**src/rtl/reg_arb_pkg.sv**
```systemverilog
// Shared definitions for the two-port register access arbiter:
// FSM state encoding, requester port indices and the WAIT counter width.
package reg_arb_pkg;

  typedef enum logic [1:0] {
    IDLE  = 2'd0,
    ISSUE = 2'd1,
    WAIT  = 2'd2,
    ACK   = 2'd3
  } state_e;

  localparam logic PORT0 = 1'b0;
  localparam logic PORT1 = 1'b1;

  // Wide enough to hold RD_LATENCY-1 for the largest legal latency of 4.
  localparam int CNT_W = 2;

endpackage

```
**src/rtl/reg_arb_rr.sv**
```systemverilog
// Two-way round-robin pick: a lone requester wins, and under contention
// the port that was not granted last time wins.
module reg_arb_rr
  import reg_arb_pkg::*;
(
  input  logic req0_i,
  input  logic req1_i,
  input  logic last_grant_i,
  output logic grant_o,
  output logic valid_o
);

  // Combinational winner selection.
  always_comb begin
    grant_o = PORT0;
    valid_o = req0_i | req1_i;
    if (req0_i && req1_i) begin
      grant_o = (last_grant_i == PORT0) ? PORT1 : PORT0;
    end else if (req1_i) begin
      grant_o = PORT1;
    end
  end

endmodule

```
**src/rtl/reg_access_arbiter.sv**
```systemverilog
// Arbitrates two requesters onto a single register bus with a fixed read
// latency, running one transaction at a time through IDLE/ISSUE/WAIT/ACK.
module reg_access_arbiter
  import reg_arb_pkg::*;
#(
  parameter int DATA_W     = 8,
  parameter int ADDR_W     = 8,
  parameter int RD_LATENCY = 1
) (
  input  logic              clk,
  input  logic              rst_n,
  input  logic              req0,
  input  logic              req1,
  input  logic              we0,
  input  logic              we1,
  input  logic [ADDR_W-1:0] addr0,
  input  logic [ADDR_W-1:0] addr1,
  input  logic [DATA_W-1:0] wdata0,
  input  logic [DATA_W-1:0] wdata1,
  output logic              ack0,
  output logic              ack1,
  output logic [DATA_W-1:0] rdata0,
  output logic [DATA_W-1:0] rdata1,
  output logic [ADDR_W-1:0] reg_addr,
  output logic [DATA_W-1:0] reg_wdata,
  output logic              reg_we,
  input  logic [DATA_W-1:0] reg_rdata,
  output logic              busy
);

  state_e            state_q, state_d;
  logic              grant_q, grant_d;
  logic              we_q, we_d;
  logic [ADDR_W-1:0] addr_q, addr_d;
  logic [DATA_W-1:0] wdata_q, wdata_d;
  logic [DATA_W-1:0] rdata0_q, rdata0_d;
  logic [DATA_W-1:0] rdata1_q, rdata1_d;
  logic [CNT_W-1:0]  cnt_q, cnt_d;
  logic              pick_grant;
  logic              pick_valid;

  reg_arb_rr u_rr (
    .req0_i       (req0),
    .req1_i       (req1),
    .last_grant_i (grant_q),
    .grant_o      (pick_grant),
    .valid_o      (pick_valid)
  );

  // State and datapath registers; last grant resets to port 1 so port 0 wins first contention.
  always_ff @(posedge clk or negedge rst_n) begin
    if (!rst_n) begin
      state_q  <= IDLE;
      grant_q  <= PORT1;
      we_q     <= 1'b0;
      addr_q   <= '0;
      wdata_q  <= '0;
      rdata0_q <= '0;
      rdata1_q <= '0;
      cnt_q    <= '0;
    end else begin
      state_q  <= state_d;
      grant_q  <= grant_d;
      we_q     <= we_d;
      addr_q   <= addr_d;
      wdata_q  <= wdata_d;
      rdata0_q <= rdata0_d;
      rdata1_q <= rdata1_d;
      cnt_q    <= cnt_d;
    end
  end

  // Next-state logic: latch the winner in IDLE, count read latency in WAIT, capture data on exit.
  always_comb begin
    state_d  = state_q;
    grant_d  = grant_q;
    we_d     = we_q;
    addr_d   = addr_q;
    wdata_d  = wdata_q;
    rdata0_d = rdata0_q;
    rdata1_d = rdata1_q;
    cnt_d    = cnt_q;
    case (state_q)
      IDLE: begin
        if (pick_valid) begin
          grant_d = pick_grant;
          we_d    = (pick_grant == PORT1) ? we1 : we0;
          addr_d  = (pick_grant == PORT1) ? addr1 : addr0;
          wdata_d = (pick_grant == PORT1) ? wdata1 : wdata0;
          state_d = ISSUE;
        end
      end
      ISSUE: begin
        cnt_d   = CNT_W'(RD_LATENCY - 1);
        state_d = WAIT;
      end
      WAIT: begin
        if (cnt_q == '0) begin
          if (grant_q == PORT1) begin
            rdata1_d = reg_rdata;
          end else begin
            rdata0_d = reg_rdata;
          end
          state_d = ACK;
        end else begin
          cnt_d = cnt_q - CNT_W'(1);
        end
      end
      ACK: begin
        state_d = IDLE;
      end
      default: begin
        state_d = IDLE;
      end
    endcase
  end

  // Outputs decode straight from registered state so reset clears them without waiting for a clock.
  always_comb begin
    reg_we    = (state_q == ISSUE) && we_q;
    ack0      = (state_q == ACK) && (grant_q == PORT0);
    ack1      = (state_q == ACK) && (grant_q == PORT1);
    busy      = (state_q != IDLE);
    reg_addr  = addr_q;
    reg_wdata = wdata_q;
    rdata0    = rdata0_q;
    rdata1    = rdata1_q;
  end

endmodule

```
**config.mk**
```make
export PLATFORM = sky130hd
export DESIGN_NAME = reg_access_arbiter
export DESIGN_NICKNAME = d
export VERILOG_FILES = /design/src/rtl/reg_arb_pkg.sv /design/src/rtl/reg_arb_rr.sv /design/src/rtl/reg_access_arbiter.sv
export SDC_FILE = /design/constraint.sdc
export NUM_CORES = 1
export LEC_CHECK = 0
export ABC_AREA = 1
export CORE_MARGIN = 3
export CORE_UTILIZATION = 45
export DETAILED_ROUTE_END_ITERATION = 6
export PLACE_DENSITY = 0.84
export SLEW_MARGIN = 10
export SYNTH_ARGS = -nofsm -noshare
export SYNTH_HDL_FRONTEND = slang
export SYNTH_HIERARCHICAL = 1
export SYNTH_SLANG_ARGS = --single-unit
```
**constraint.sdc**
```tcl
create_clock -name clk -period 3.9 [get_ports clk]
set_input_delay 0.78 -clock clk [delete_from_list [all_inputs] [get_ports clk]]
set_output_delay 0.78 -clock clk [all_outputs]
set_load 0.02 [all_outputs]
```
======== Word-level counts from Yosys, hierarchy flattened ========
Index checks and enable logic that the tools add are counted.
storage, ports and cells
  register bits after elaboration ......... 38
  output and inout bits ................... 36
  input port bits ......................... 46
  word-level logic and storage cells ...... 41
operators by class
  reduce and logical (&&, ||, !) cells .... 13
  equal/unequal tests ..................... 6
  bitwise logic cells ..................... 2
  add/subtract/negate cells ............... 1
  multiplexer cells ....................... 11
operator list
  operator             count
  $mux 8               2
  $pmux 2 s4           1
  $mux 2               3
  $ne 2x2->1 const B   3
  $reduce_and 2->1     3
  $reduce_and 3->1     2
  $eq 2x2->1 const B   2
  $logic_and 1x1->1    4
  $logic_not 2->1      2
  $mux 1               4
  $pmux 2 s2           1
  $reduce_bool 2->1    2
  $eq 2x1->1 const B   1
  $sub 2x1->2 const B  1
  $not 1->1            1
  $or 1x1->1           1

======== Logic depth before layout (Yosys ltp) ========
Gate-level depths: netlist of the first run.
  depth in word-level cells ............... 3
  depth in mapped cells ................... 9
  gate-level depth less buffers ........... 7

======== Cells and area by module ========
Netlist of the first run, hierarchy kept.
modules (own cells, without submodules)
  module              sequential area each (µm²)  times used  area each (µm²)  cells each
  reg_access_arbiter  952.2                       1           1855.5           245
  reg_arb_rr          0.0                         1           15.0             3

======== Worst setup path before layout of the first run ========
No wires, ideal clock.
  path type ............................... input to register
  start ................................... in req1
  end ..................................... reg addr_q[0] (netlist: reg_addr[0])
  arrival time ............................ 1.526 ns
  stages on the path ...................... 6
  path buffers ............................ 1
  path slack .............................. 2.257 ns
  data required time ...................... 3.783 ns
  setup time .............................. 0.117 ns
  cell sequence ........................... or2_1 -> nand2_1 -> clkinv_1 -> buf_2 -> nand2_1 -> nand2_1
on the way
  cells in the longest elaborated chain, start to end .. 3
  elaborated cells on any way between the ends .. 6
  those cells by class .................... 3 x mux; 1 x bitwise; 2 x reduce/logical
ends and longest elaborated chain
  what                                         line                                RTL
  from (decl)                                  reg_access_arbiter.sv:13            input logic req1,
  $mux 1 or $logic_and 1x1->1 (tied branches)  reg_arb_rr.sv:19, reg_arb_rr.sv:17
  $mux 1                                       reg_arb_rr.sv:17                    if (req0_i && req1_i) begin
  $mux 8                                       reg_access_arbiter.sv:88            addr_d = (pick_grant == PORT1) ? addr1 : addr0;
  to (signal assigned)                         reg_access_arbiter.sv:65            addr_q <= addr_d;
  to (decl)                                    reg_access_arbiter.sv:34            logic [ADDR_W-1:0] addr_q, addr_d;
Several ways; a longest one is shown, not always the timed one.
A chain may end at the register's enable or synchronous reset.

======== Worst setup path after layout of the first run ========
  start ................................... in req1
  end ..................................... reg addr_q[1] (netlist: reg_addr[1])
on the way
  elaborated cells on any way between the ends .. 6
  those cells by class .................... 3 x mux; 1 x bitwise; 2 x reduce/logical
RTL lines
  what                               line                      RTL
  $or 1x1->1                         reg_arb_rr.sv:16          valid_o = req0_i | req1_i;
  via pick_valid                     reg_access_arbiter.sv:40  logic pick_valid;
  $reduce_and 2->1 (no source line)  --
The timed path passes the listed nets, and every way through them passes these cells.

==> results of run 1 <==
kinds of logic after synthesis:
kind of cell    synth area share [%]
compound gates                  4.28
simple gates                    33.2
buf+inv                         7.56
fa+ha+maj                       4.01
flops                           50.9
flip-flops by register name, summed over array words and instances, names as in the netlist:
name and cells:
we_q 1, rdata0 8, reg_addr 8, reg_wdata 8, cnt_q 2, state_q 2, grant_q 1, rdata1 8
final timing paths:
path                       slack, ns  cells after the start              startpoint                 endpoint
max                             1.30                      6                    req1  reg_addr[1]$_DFFE_PN0P_
min                             0.48                      2   rdata1[0]$_DFFE_PN0P_    rdata1[0]$_DFFE_PN0P_
max reg2reg                     1.69                      6  state_q[0]$_DFFE_PN0P_  reg_addr[1]$_DFFE_PN0P_
min reg2reg                     0.48                      2   rdata1[0]$_DFFE_PN0P_    rdata1[0]$_DFFE_PN0P_
max in group asynchronous       2.83                      1                   rst_n     cnt_q[0]$_DFFE_PN0P_
min in group asynchronous       0.57                      1                   rst_n  reg_addr[3]$_DFFE_PN0P_
through the flow:
step	hold WS [ns]	instances
floorplan	0.449	248
global placement	0.461	371
detailed placement	0.467	371
CTS	0.487	379
global route	0.514	379
finish	0.482	379
layer usage:
layer	global-route usage (%)	wire length, um	vias up
met5	0	0	-
met4	8.72	94	0
met3	9.78	508	8
met2	31.6	2120	81
met1	23.0	1840	771
li1	-	-	901
cells in the mapped netlist, drive strengths merged:
library cell	number
dfstp	1
o21ai	9
clkinv	1
ha	6
nand3	6
inv	25
nor2	2
a21oi	1
or2	1
dfrtp	37
buf	7
nand2	152
worst max-delay path, delay by kind of cell:
family,cells,cell delay (ns)
buf+inv,2,0.98
simple gates,4,1.02
final cells by class:
cell class	instances	area share [%]
Clock buffer	6	2.90
Multi-Input combinational cell	177	27.3
Tap cell	48	2.11
Clock inverter	2	2.11
Sequential cell	38	33.5
Inverter	26	3.43
Timing Repair Buffer	82	28.6
power by group through the flow:
stage / logic (mW) / registers (mW) / clock network, mW
final: 1.09 / 0.700 / 0.417
after detailed placement: 1.09 / 0.701 / 0
after global routing: 1.20 / 0.725 / 0.437
after floorplan: 0.424 / 0.876 / 0
after CTS: 1.10 / 0.698 / 0.423
after global placement: 1.07 / 0.691 / 0
==> impl_metrics.tcl, run 1 <==
set metrics [dict create \
    status "finished, final reports clean" \
    power.leakage_nw 1.51 \
    clock_path_buffers 2 \
    htree_levels 2 \
    cp_slowest_cell "clkinv_1" \
    worst-setup-path-type "input pin to flop" \
    clock_latency_ns 0.30 \
    clockPowerShare_pct 18.9 \
    synthDistinctLibCells 18 \
    powerDensity_nw_per_um2 775 \
    setup_tns_ns 0 \
    cts_resized 0 \
    die_x_um 70.5 \
    nets 382 \
    cts_setup_buffers 0 \
    crit_arrival_ns 2.79 \
    max_stage_delay_ns 0.57 \
    synth.top_cell.area_share_pct 49.5 \
    wl_mm 4.56 \
    numPortBuffers 81 \
    worst_pin_slew_ns 0.802 \
    drv_slew 0 \
    post-place-ws_ns 1.01 \
    num_rows 22 \
    grt_use_total_pct 20.1 \
    die_h_um 70.5 \
    n_antenna_cell 0 \
    vias 1761 \
    switchingPower_uw 867 \
    tritoncts "built" \
    synth.net_count 300 \
    core-area_um2 3830 \
    start_kind "input pin" \
    clockRootBuffer "clkbuf_8" \
    relSlewSlack_pct 46.5 \
    fin_total_pwr_mw 2.20 \
    final_cell_mix "nand2_1, clkdlybuf4s50_1, dfrtp_1, inv_1, o21ai_2" \
    min_period_ns 2.60 \
    postCtsHoldBufs 0 \
    peakVddDrop_mv 0.435 \
    yosys_warnings 6 \
    cts_buffers 5 \
    placed_area_um2 2700 \
    detail_route.wl_per_cell_um 12.0 \
    fin_ws_ns 1.30 \
    gp_congestion 0.802 \
    timing.final.crit_share_pct 66.7 \
    power.internal_mw 1.34 \
    grt_pass1_vias 1716 \
    fin_worst_skew_ns 0.00511 \
    cts.sinks 38 \
    fillers 301 \
    syn_avg_cell_area_um2 7.54 \
    multi_input_area_um2 777 \
    sw_frac_of_total_pct 39.3 \
    syn_inst 248 \
    final_util_pct 74.3 \
    netlist_area_um2 1870 \
    layout_commonest_cell "nand2_1" \
    vias_per_cell 4.65 \
    clk_pin_slew_ns 0.08 \
    synth_area_leaders "dfrtp_1, nand2_1, inv_1" \
    max_freq_mhz 385 \
    max-cap-violations 0 \
    overflow 0 \
    seqCellArea_um2 952 \
    syn_to_final_growth_pct 52.0 \
    finalSetupViolCount 0 \
    drt_first_pass_iters 6 \
    hp-class "flop to flop" \
    finalHoldViolCount 0 \
    ys_seq_area_share_pct 50.9 \
    layout-drive-gt1-share_pct 6.65 \
    cp.required_ns 4.09 \
    drc_errors 0 \
    crit_path_end_kind "flop" \
    initial_core_util_pct 48.9 \
    fin_area_um2 2840 \
    dp_hpwl_mm 3.37 \
    antenna_found_initial 0 \
    synth_top_area_cell "dfrtp_1" \
    grt_max_degree 39 \
    p_comb_share_pct 49.3 \
    crit_fanout 20 \
    grt_pass1_wl_mm 7.80 \
    ys_seq_elements 38 \
    crit_top_cell "nand2_1" \
    rsz0062_at_grt "no" \
    ant_nets 0 \
    ios 82 \
    die-area_um2 4970 \
    crit_chain "clkdlybuf4s50_1, or2_1, nand2_1, clkinv_1, nand2_1, nand2_1" \
    dr.first_iter.drc_count 79 \
    power_frac_seq_pct 31.8 \
]
Power figures use the tool's default switching activity.
==> run 2: changes to the inputs <==
- CORE_UTILIZATION: 45 -> 38
- PLACE_DENSITY: 0.84 -> 0.75
- clock period: 3.9 -> 2.3 ns (I/O delays scaled with it)
==> run 2 against run 1 <==
Against the previous run:
- total power rose by 61%
- final cell count is 4.7% higher
- sequential cell count is the same
- core utilization is 12 points lower
- non-clock buffer count up 1
- first-iteration DRC count decreased by 38%
- sequential share of layout area rose by 0.089 points
- via count decreased by 4.5%
- die area rose by 17%
- global-route usage shrank 4.8 points
- combinational power up 68%
- sequential power rose by 67%
- critical path type is now flop to output pin
- largest power group unchanged
- highest routed layer unchanged
==> impl_metrics.tcl, run 2 (synthesized netlist as in run 1, its figures left out) <==
set metrics [dict create \
    drv_slew 0 \
    vias 1681 \
    gp_congestion 0.726 \
    wl_mm 4.14 \
    rsz0062_at_grt "no" \
    worst-setup-path-type "flop to output pin" \
    initial_core_util_pct 41.0 \
    start_kind "flop" \
    grt_max_degree 39 \
    worst_pin_slew_ns 0.816 \
    powerDensity_nw_per_um2 1250 \
    fin_ws_ns 0.144 \
    cts_resized 0 \
    ant_nets 0 \
    clockRootBuffer "clkbuf_8" \
    finalHoldViolCount 0 \
    cp_slowest_cell "clkdlybuf4s50_1" \
    vias_per_cell 4.23 \
    grt_pass1_vias 1620 \
    ios 82 \
    cts_setup_buffers 0 \
    core-area_um2 4560 \
    worstSetupStartpoint "state_q[1]$_DFFE_PN0P_" \
    clk_pin_slew_ns 0.06 \
    dp_hpwl_mm 3.14 \
    layout-drive-gt1-share_pct 6.33 \
    die_h_um 76.2 \
    final_cell_mix "nand2_1, clkdlybuf4s50_1, dfrtp_1, inv_1, o21ai_2" \
    clock_latency_ns 0.28 \
    grt_pass1_wl_mm 7.18 \
    placed_area_um2 2730 \
    antenna_found_initial 0 \
    drc_errors 0 \
    die-area_um2 5800 \
    max-cap-violations 0 \
    tritoncts "built" \
    grt_use_total_pct 15.3 \
    post-place-ws_ns 0.289 \
    power.leakage_nw 1.49 \
    n_antenna_cell 0 \
    cts.sinks 38 \
    overflow 0 \
    hp-class "input pin to async pin" \
    setup_tns_ns 0 \
    max_stage_delay_ns 0.60 \
    htree_levels 2 \
    detail_route.wl_per_cell_um 10.4 \
    relSlewSlack_pct 45.6 \
    crit_chain "inv_1, ha_1, nand2_1, inv_1, clkdlybuf4s50_1" \
    die_x_um 76.2 \
    peakVddDrop_mv 0.583 \
    multi_input_area_um2 777 \
    numPortBuffers 81 \
    cp.required_ns 1.84 \
    postCtsHoldBufs 0 \
    crit_fanout 4 \
    rrSetupSlack_ns 0.70 \
    clock_path_buffers 2 \
    num_rows 24 \
    worstReg2RegStart "state_q[0]$_DFFE_PN0P_" \
    fillers 410 \
    fin_area_um2 2840 \
    seqCellArea_um2 952 \
    crit_arrival_ns 1.70 \
    crit_top_cell "inv_1" \
    cts_buffers 5 \
    crit_path_end_kind "output pin" \
    drt_first_pass_iters 4 \
    nets 383 \
    max_freq_mhz 464 \
    status "finished, final reports clean" \
    fin_total_pwr_mw 3.54 \
    syn_to_final_growth_pct 51.6 \
    dr.first_iter.drc_count 49 \
    finalSetupViolCount 0 \
    min_period_ns 2.16 \
    fin_worst_skew_ns 0.00556 \
    timing.final.crit_share_pct 93.7 \
    layout_commonest_cell "nand2_1" \
]
run 2: cell types whose count changed in the layout (fill, tap and decap cells not counted), sizes merged:
cell	previous run	this run
buf	2	3
clkbuf	6	7
bufinv	2	1
run 2: stage by stage:
stage               hold WS (ns)  cells  util [%]
CTS                        0.297    397      62.1
finish                     0.270    397      62.1
detailed placement         0.464    389      59.8
floorplan                  0.164    248         -
global placement           0.462    389      59.8
global route               0.335    397      62.1
run 2: report_power, final:
part | internal, mW | switching [mW] | total (mW)
registers | 0.983 | 0.190 | 1.17
logic | 0.830 | 0.998 | 1.83
clock network | 0.324 | 0.213 | 0.537
total | 2.14 | 1.40 | 3.54
run 2: worst paths after layout:
kind,to,depth (start not counted)
max,reg_we,5
min,rdata1[5]$_DFFE_PN0P_,1
max reg2reg,reg_addr[3]$_DFFE_PN0P_,6
min reg2reg,rdata1[2]$_DFFE_PN0P_,2
max in group asynchronous,rdata0[6]$_DFFE_PN0P_,1
min in group clk,rdata1[2]$_DFFE_PN0P_,2
run 2: final cells by class:
type	count	share of cell area (%)
flip-flops and latches	38	33.6
repair buffers	83	28.9
multi-input cells	177	27.4
inverters	26	3.44
well taps	65	2.87
clock buffers	7	2.69
clock inverters	1	1.06
run 2: metal layers:
layer	vias up	GRT usage, %	routed length, um
met4	0	6.52	70
met2	58	25.4	1880
met1	715	18.2	1850
met5	-	0	0
li1	900	-	-
met3	8	4.96	343
run 2: worst max-delay path, delay by kind of cell, from the launching register on:
family        cells  cell delay [ns]
fa+ha+maj         1             0.17
buf+inv           3             0.76
flops             1             0.42
simple gates      1             0.06
